==> src/rtl/pyrm_fetch_block.sv <==
// Fetch stage: sequential PC generation, credit-limited imem requests, in-order
// response buffering for decode, redirect with wrong-path response discard.
// Latency: response reaches decode 1 cycle after arrival; up to 1 request/cycle.
// Backpressure: outstanding + buffered never exceeds FIFO_DEPTH, so responses never stall.
module pyrm_fetch_block #(
  parameter logic [63:0] RESET_PC   = 64'h0,
  parameter int unsigned FIFO_DEPTH = 2
) (
  input  logic        clk,
  input  logic        reset_pyri,
  output logic [63:0] imem_addr_pyro,
  output logic        imem_addr_valid_pyro,
  input  logic        imem_addr_retry_pyri,
  input  logic [31:0] imem_data_pyri,
  input  logic        imem_data_valid_pyri,
  output logic        imem_data_retry_pyro,
  input  logic [63:0] redirect_pc_pyri,
  input  logic        redirect_valid_pyri,
  output logic        redirect_retry_pyro,
  output logic [31:0] inst_pyro,
  output logic        inst_valid_pyro,
  input  logic        inst_retry_pyri,
  output logic [63:0] pc_pyro,
  output logic        pc_valid_pyro,
  input  logic        pc_retry_pyri
);

  // Counters span 0..FIFO_DEPTH; pointers index the FIFO storage.
  localparam int unsigned    CW       = $clog2(FIFO_DEPTH + 1);
  localparam int unsigned    PW       = (FIFO_DEPTH > 1) ? $clog2(FIFO_DEPTH) : 1;
  localparam logic [CW-1:0]  DEPTH_C  = CW'(FIFO_DEPTH);
  localparam logic [CW:0]    DEPTH_W  = (CW + 1)'(FIFO_DEPTH);
  localparam logic [PW-1:0]  LAST_IDX = PW'(FIFO_DEPTH - 1);

  logic [63:0]   r_fetch_pc;
  logic [63:0]   r_resp_pc;
  logic [CW-1:0] r_outstanding;
  logic [CW-1:0] r_drop_cnt;
  logic [CW-1:0] r_count;
  logic [PW-1:0] r_rd_ptr;
  logic [PW-1:0] r_wr_ptr;
  logic [31:0]   r_inst_mem [FIFO_DEPTH];
  logic [63:0]   r_pc_mem   [FIFO_DEPTH];

  logic          w_redirect;
  logic [63:0]   w_redirect_pc;
  logic          w_req_vld;
  logic          w_req_acc;
  logic          w_resp_ok;
  logic          w_has_data;
  logic          w_full;
  logic          w_pop;
  logic          w_drop;
  logic          w_push;
  logic [CW-1:0] w_out_after_resp;
  logic          w_unused;

  // The low address bits of a redirect target are ignored (word-aligned fetch).
  assign w_unused      = &{1'b0, redirect_pc_pyri[1:0]};
  assign w_redirect    = redirect_valid_pyri;
  assign w_redirect_pc = {redirect_pc_pyri[63:2], 2'b00};

  // A request needs a free credit: every in-flight or buffered word owns a FIFO slot.
  assign w_req_vld = reset_pyri && !w_redirect &&
                     (({1'b0, r_outstanding} + {1'b0, r_count}) < DEPTH_W);
  assign w_req_acc = w_req_vld && !imem_addr_retry_pyri;

  // Responses without a matching outstanding request are ignored.
  assign w_resp_ok        = imem_data_valid_pyri && (r_outstanding != '0);
  assign w_out_after_resp = r_outstanding - CW'(w_resp_ok);

  assign w_has_data = (r_count != '0);
  assign w_full     = (r_count == DEPTH_C);
  assign w_pop      = w_has_data && !inst_retry_pyri && !pc_retry_pyri;
  assign w_drop     = w_resp_ok && (r_drop_cnt != '0);
  assign w_push     = w_resp_ok && (r_drop_cnt == '0) && !w_full && !w_redirect;

  assign imem_addr_pyro       = r_fetch_pc;
  assign imem_addr_valid_pyro = w_req_vld;
  assign imem_data_retry_pyro = 1'b0;
  assign redirect_retry_pyro  = 1'b0;
  assign inst_valid_pyro      = w_has_data;
  assign pc_valid_pyro        = w_has_data;
  assign inst_pyro            = w_has_data ? r_inst_mem[r_rd_ptr] : 32'h0;
  assign pc_pyro              = w_has_data ? r_pc_mem[r_rd_ptr]   : 64'h0;

  // Fetch/response PCs, credit count and wrong-path drop counter; redirect overrides all.
  always_ff @(posedge clk) begin
    if (!reset_pyri) begin
      r_fetch_pc    <= RESET_PC;
      r_resp_pc     <= RESET_PC;
      r_outstanding <= '0;
      r_drop_cnt    <= '0;
    end else if (w_redirect) begin
      r_fetch_pc    <= w_redirect_pc;
      r_resp_pc     <= w_redirect_pc;
      r_outstanding <= w_out_after_resp;
      r_drop_cnt    <= w_out_after_resp;
    end else begin
      if (w_req_acc) r_fetch_pc <= r_fetch_pc + 64'd4;
      if (w_push)    r_resp_pc  <= r_resp_pc + 64'd4;
      r_outstanding <= r_outstanding + CW'(w_req_acc) - CW'(w_resp_ok);
      if (w_drop)    r_drop_cnt <= r_drop_cnt - CW'(1);
    end
  end

  // FIFO occupancy and pointers; a redirect flushes the buffered wrong-path words.
  always_ff @(posedge clk) begin
    if (!reset_pyri || w_redirect) begin
      r_count  <= '0;
      r_rd_ptr <= '0;
      r_wr_ptr <= '0;
    end else begin
      if (w_push) r_wr_ptr <= (r_wr_ptr == LAST_IDX) ? '0 : r_wr_ptr + PW'(1);
      if (w_pop)  r_rd_ptr <= (r_rd_ptr == LAST_IDX) ? '0 : r_rd_ptr + PW'(1);
      r_count <= r_count + CW'(w_push) - CW'(w_pop);
    end
  end

  // FIFO storage: {inst, pc} pairs written at the tail.
  always_ff @(posedge clk) begin
    if (w_push) begin
      r_inst_mem[r_wr_ptr] <= imem_data_pyri;
      r_pc_mem[r_wr_ptr]   <= r_resp_pc;
    end
  end

  // Memory protocol: responses need a credit, and kept responses need FIFO space.
  a_resp_has_credit : assert property (@(posedge clk) disable iff (!reset_pyri)
    imem_data_valid_pyri |-> (r_outstanding != '0));
  a_push_has_space : assert property (@(posedge clk) disable iff (!reset_pyri)
    (w_resp_ok && (r_drop_cnt == '0) && !w_redirect) |-> !w_full);

endmodule

==> config.mk <==
export PLATFORM = sky130hd
export DESIGN_NAME = pyrm_fetch_block
export DESIGN_NICKNAME = d
export VERILOG_FILES = /design/src/rtl/pyrm_fetch_block.sv
export SDC_FILE = /design/constraint.sdc
export NUM_CORES = 1
export LEC_CHECK = 0
export ABC_AREA = 1
export BUFFER_PORTS_ARGS = -buffer_cell sky130_fd_sc_hd__buf_2
export CAP_MARGIN = 10
export CORE_MARGIN = 8
export CORE_UTILIZATION = 58
export DETAILED_ROUTE_END_ITERATION = 7
export HOLD_SLACK_MARGIN = 0.08
export PLACE_DENSITY_LB_ADDON = 0.15
export RECOVER_POWER = 100
export REMOVE_ABC_BUFFERS = 1
export SLEW_MARGIN = 5
export SYNTH_ARGS = -nofsm -noshare
export SYNTH_HDL_FRONTEND = slang
export SYNTH_SLANG_ARGS = --single-unit
==> constraint.sdc <==
create_clock -name clk -period 9.59 [get_ports clk]
set_clock_uncertainty 0.2 [all_clocks]
set_input_delay 0.4795 -clock clk [delete_from_list [all_inputs] [get_ports clk]]
set_output_delay 0.4795 -clock clk [all_outputs]
set_load 0.05 [all_outputs]
==> results.py <==
metrics = {
    "logic_synthesis": {
        "synth-edff-count": 188,
        "ys_async_sr_fraction_pct": 0,
        "post_synth_inst_count": 2192,
        "syn_area_um2": 16540,
        "synth-warning-count": 0,
        "synth_seq_area_share_pct": 50.23,
        "dominantRegCellSynth": "edfxtp_1",
        "ys_ff_latch": 321,
        "netlist-cell-type-count": 38,
        "syn-mean-instance-area_um2": 7.546,
    },
    "clock_tree": {
        "cts_hold_buffers": 36,
        "post-cts-setup-buffers": 0,
        "cts-root-buf": "clkbuf_16",
        "clock-sinks": 321,
        "ctsResizeCount": 0,
        "clkTransAtPathRegs_ns": 0.06,
        "tritoncts_clock_tree": "done",
        "cts-root-to-sink-buffers": 3,
        "cts_inserted_buffers": 35,
        "clk_latency_ns": 0.52,
        "cts_max_level": 2,
    },
    "cells_and_area": {
        "layout.filler_cells": 2485,
        "post-route-cell-area_um2": 19280,
        "multi_input_area_um2": 7076,
        "fin_util_pct": 67.90,
        "num_antenna_cells": 0,
        "final_net_count": 2566,
        "regArea_um2": 8312,
        "final_cell_count_no_fill": 2864,
        "syn_to_final_growth_pct": 16.55,
        "final_layout_size_suffix_gt1_share_pct": 7.863,
    },
    "run_status": {
        "violations": "capacitance limit, slew limit",
        "run_status": "complete, but fails checks",
    },
    "drt": {
        "detail_route.vias_per_cell": 5.541,
        "vias": 15870,
        "antenna_violating_nets_post_route": 0,
        "routed_wl_um": 52210,
        "drt_first_pass_iters": 5,
        "routedWlPerCell_um": 18.23,
        "first_iter_violations": 1240,
        "post-route-drc-count": 0,
    },
    "grt": {
        "first_global_vias": 14950,
        "grt_pass1_wl_um": 79810,
        "grt_antenna_before_repair": 2,
        "maximum_number_of_pins_on_one_net_before_global_route_repair": 89,
        "grt.total_usage_pct": 29.86,
        "grt-ovfl-total": 0,
    },
    "worst_hold_path": {
        "worst_hold_stages": 3,
        "path_class_of_the_lowest_slack_min_delay_path": "input port to register",
        "holdPathEnd": "imem_addr_pyro[4]",
        "min_from": "redirect_pc_pyri[4]",
    },
    "sta": {
        "worst_slew_margin_rel_pct": -182.6,
        "final.setup.tns_ns": 0,
        "timing.final.crit_period_ns": 5.934,
        "timing.final.max_slew_violations": 397,
        "rsz_0062_raised_after_global_routing": "no",
        "setup_viol_count_final": 0,
        "fmaxAchievable_mhz": 168.5,
        "worst_tran_pin_value_ns": 4.239,
        "timing.final.hold_violations": 0,
        "min_period_over_period_pct": 61.87,
    },
    "power": {
        "pwr_density_cell_nw_per_um2": 172.2,
        "ir_drop_mv": 0.1338,
        "power.static_leakage_uw": 0.006904,
        "power_uw": 3319,
    },
    "setup_path": {
        "r2r.worst_path.cells": 10,
        "worst-path-max-fanout": 74,
        "critical_path.endpoint_type": "register",
        "regToRegEndpoint": "r_inst_mem[0][2]",
        "cp_data_arrival_time_ns": 5.87,
        "rr_startpoint": "r_drop_cnt[0]",
        "worst-setup-path-type": "register to register",
        "startpoint_type_of_the_worst_setup_path": "register",
        "worst_ep_required_time_ns": 9.52,
        "timing.reg2reg.setup_slack_ns": 3.66,
    },
    "placement": {
        "placed_cell_area_um2": 18030,
        "port_buffers": 259,
        "dp_hpwl_um": 37250,
        "numPlacedInstances": 2765,
        "place_congestion": 0.9908,
    },
    "floorplan": {
        "dieHeight_um": 184.9,
        "fp.dieArea_um2": 34180,
        "num_io_pins": 268,
        "row_count": 62,
        "core_region_area_um2": 28390,
        "floorplan.initialDensity_pct": 58.26,
        "die-width_um": 184.9,
    },
    "flow_run": {
        "max_cap_viol_count": 6,
    },
}
[logic make-up (layout without fill, tap and decap cells)]
group	Yosys count	in the layout	share of synthesized area (%)
XOR/XNOR	40	40	2.118
AND/OR/NAND/NOR	1157	1157	28.04
AO/OA/AOI/OAI	376	376	11.73
adder cells (fa/ha/maj)	9	9	0.7262
buffers and inverters	288	571	7.133
other	1	6	0.02267
flip-flops	321	321	50.23
[state kept, by name, summed over array words and instances, names as in the netlist, named ones only]
register / flops
r_outstanding: 2
r_resp_pc: 62
r_count: 2
imem_addr_pyro: 62
r_pc_mem: 124
r_drop_cnt: 2
r_inst_mem: 64
r_rd_ptr: 1
r_wr_ptr: 1
[cells in the mapped netlist, types with 3 or more instances]
library cell	number	area [µm²]
clkbuf_1	48	180.2
edfxtp_1	188	5645
nand4_1	22	137.6
nor2_2	11	68.82
buf_6	6	67.56
ha_1	8	100.1
nand2_1	732	2748
o21ai_1	34	170.2
inv_4	3	18.77
nor2_4	4	45.04
inv_1	181	679.4
a21oi_1	207	1036
nand2_2	3	18.77
xnor2_1	4	35.03
a31oi_1	33	206.5
dfxtp_1	133	2663
nand3_1	76	380.4
buf_2	13	65.06
nor3_1	8	40.04
o21ai_0	95	475.5
or2_2	4	25.02
nand3b_1	3	22.52
nor2_1	288	1081
buf_1	8	30.03
xor2_1	36	315.3
inv_2	21	78.83
buf_4	8	60.06
[critical path, cell delays in order (launching register included)]
cell      delay (ns)
dfxtp_1         0.31
inv_1           0.07
ha_1            0.14
inv_1           0.05
nor2_1          0.14
nand2_1         0.16
nor2_4          0.11
clkbuf_1        2.05
inv_1           0.64
nor2_4          0.73
buf_4           0.84
[power breakdown]
part	total, µW	switching [µW]	internal, µW	leakage, µW
Sequential	1590	69.5	1520	0.00281
Combinational	375	274	100	0.00352
Clock	1350	560	794	0.000566
Total	3320	904	2410	0.00690
[cell usage in the layout (no fill, tap or decap), drive strengths merged, types with 9 or more instances in the layout]
| cell | instances |
|---|---|
| buf | 89 |
| a21oi | 207 |
| o21ai | 129 |
| nand2 | 737 |
| a31oi | 33 |
| nand3 | 76 |
| inv | 207 |
| nor2 | 304 |
| edfxtp | 188 |
| xor2 | 36 |
| nand4 | 22 |
| dlygate4sd3 | 36 |
| clkbuf | 223 |
| clkinv | 11 |
| nor3 | 9 |
| dfxtp | 133 |
[metrics by stage]
step | hold slack, ns | setup WS, ns
after floorplan | 0.2411 | 1.931
after global placement | 0.2601 | 5.596
after detailed placement | 0.2727 | 5.584
after CTS | 0.08654 | 5.660
after global routing | 0.09119 | 3.316
final | 0.09375 | 3.656
[final cells by class]
class,instances,share of cell area (%)
sequential,321,43.11
multi-input combinational,1588,36.70
timing repair buffer,303,7.697
clock buffer,45,4.952
inverter,205,4.024
tap,384,2.492
clock inverter,18,1.019
[worst max-delay path by stage]
stage / startpoint / endpoint / depth (start not counted)
2_1_floorplan: imem_data_valid_pyri / r_inst_mem[0][0] / 5
3_3_place_gp: imem_data_valid_pyri / r_pc_mem[0][57] / 8
3_5_place_dp: imem_data_valid_pyri / r_pc_mem[0][57] / 8
4_1_cts: r_drop_cnt[0] / r_pc_mem[0][55] / 10
5_1_grt: r_outstanding[1] / r_inst_mem[0][22] / 7
6_report: r_drop_cnt[0] / r_inst_mem[0][2] / 10
[routing by layer]
layer  track usage (%)  part of all wire [%]
met2             48.96                    46
met3             5.335                   9.3
met4             11.24                   3.9
met5                 0                 0.025
met1             39.12                    41
Power figures use the tool's default switching activity.
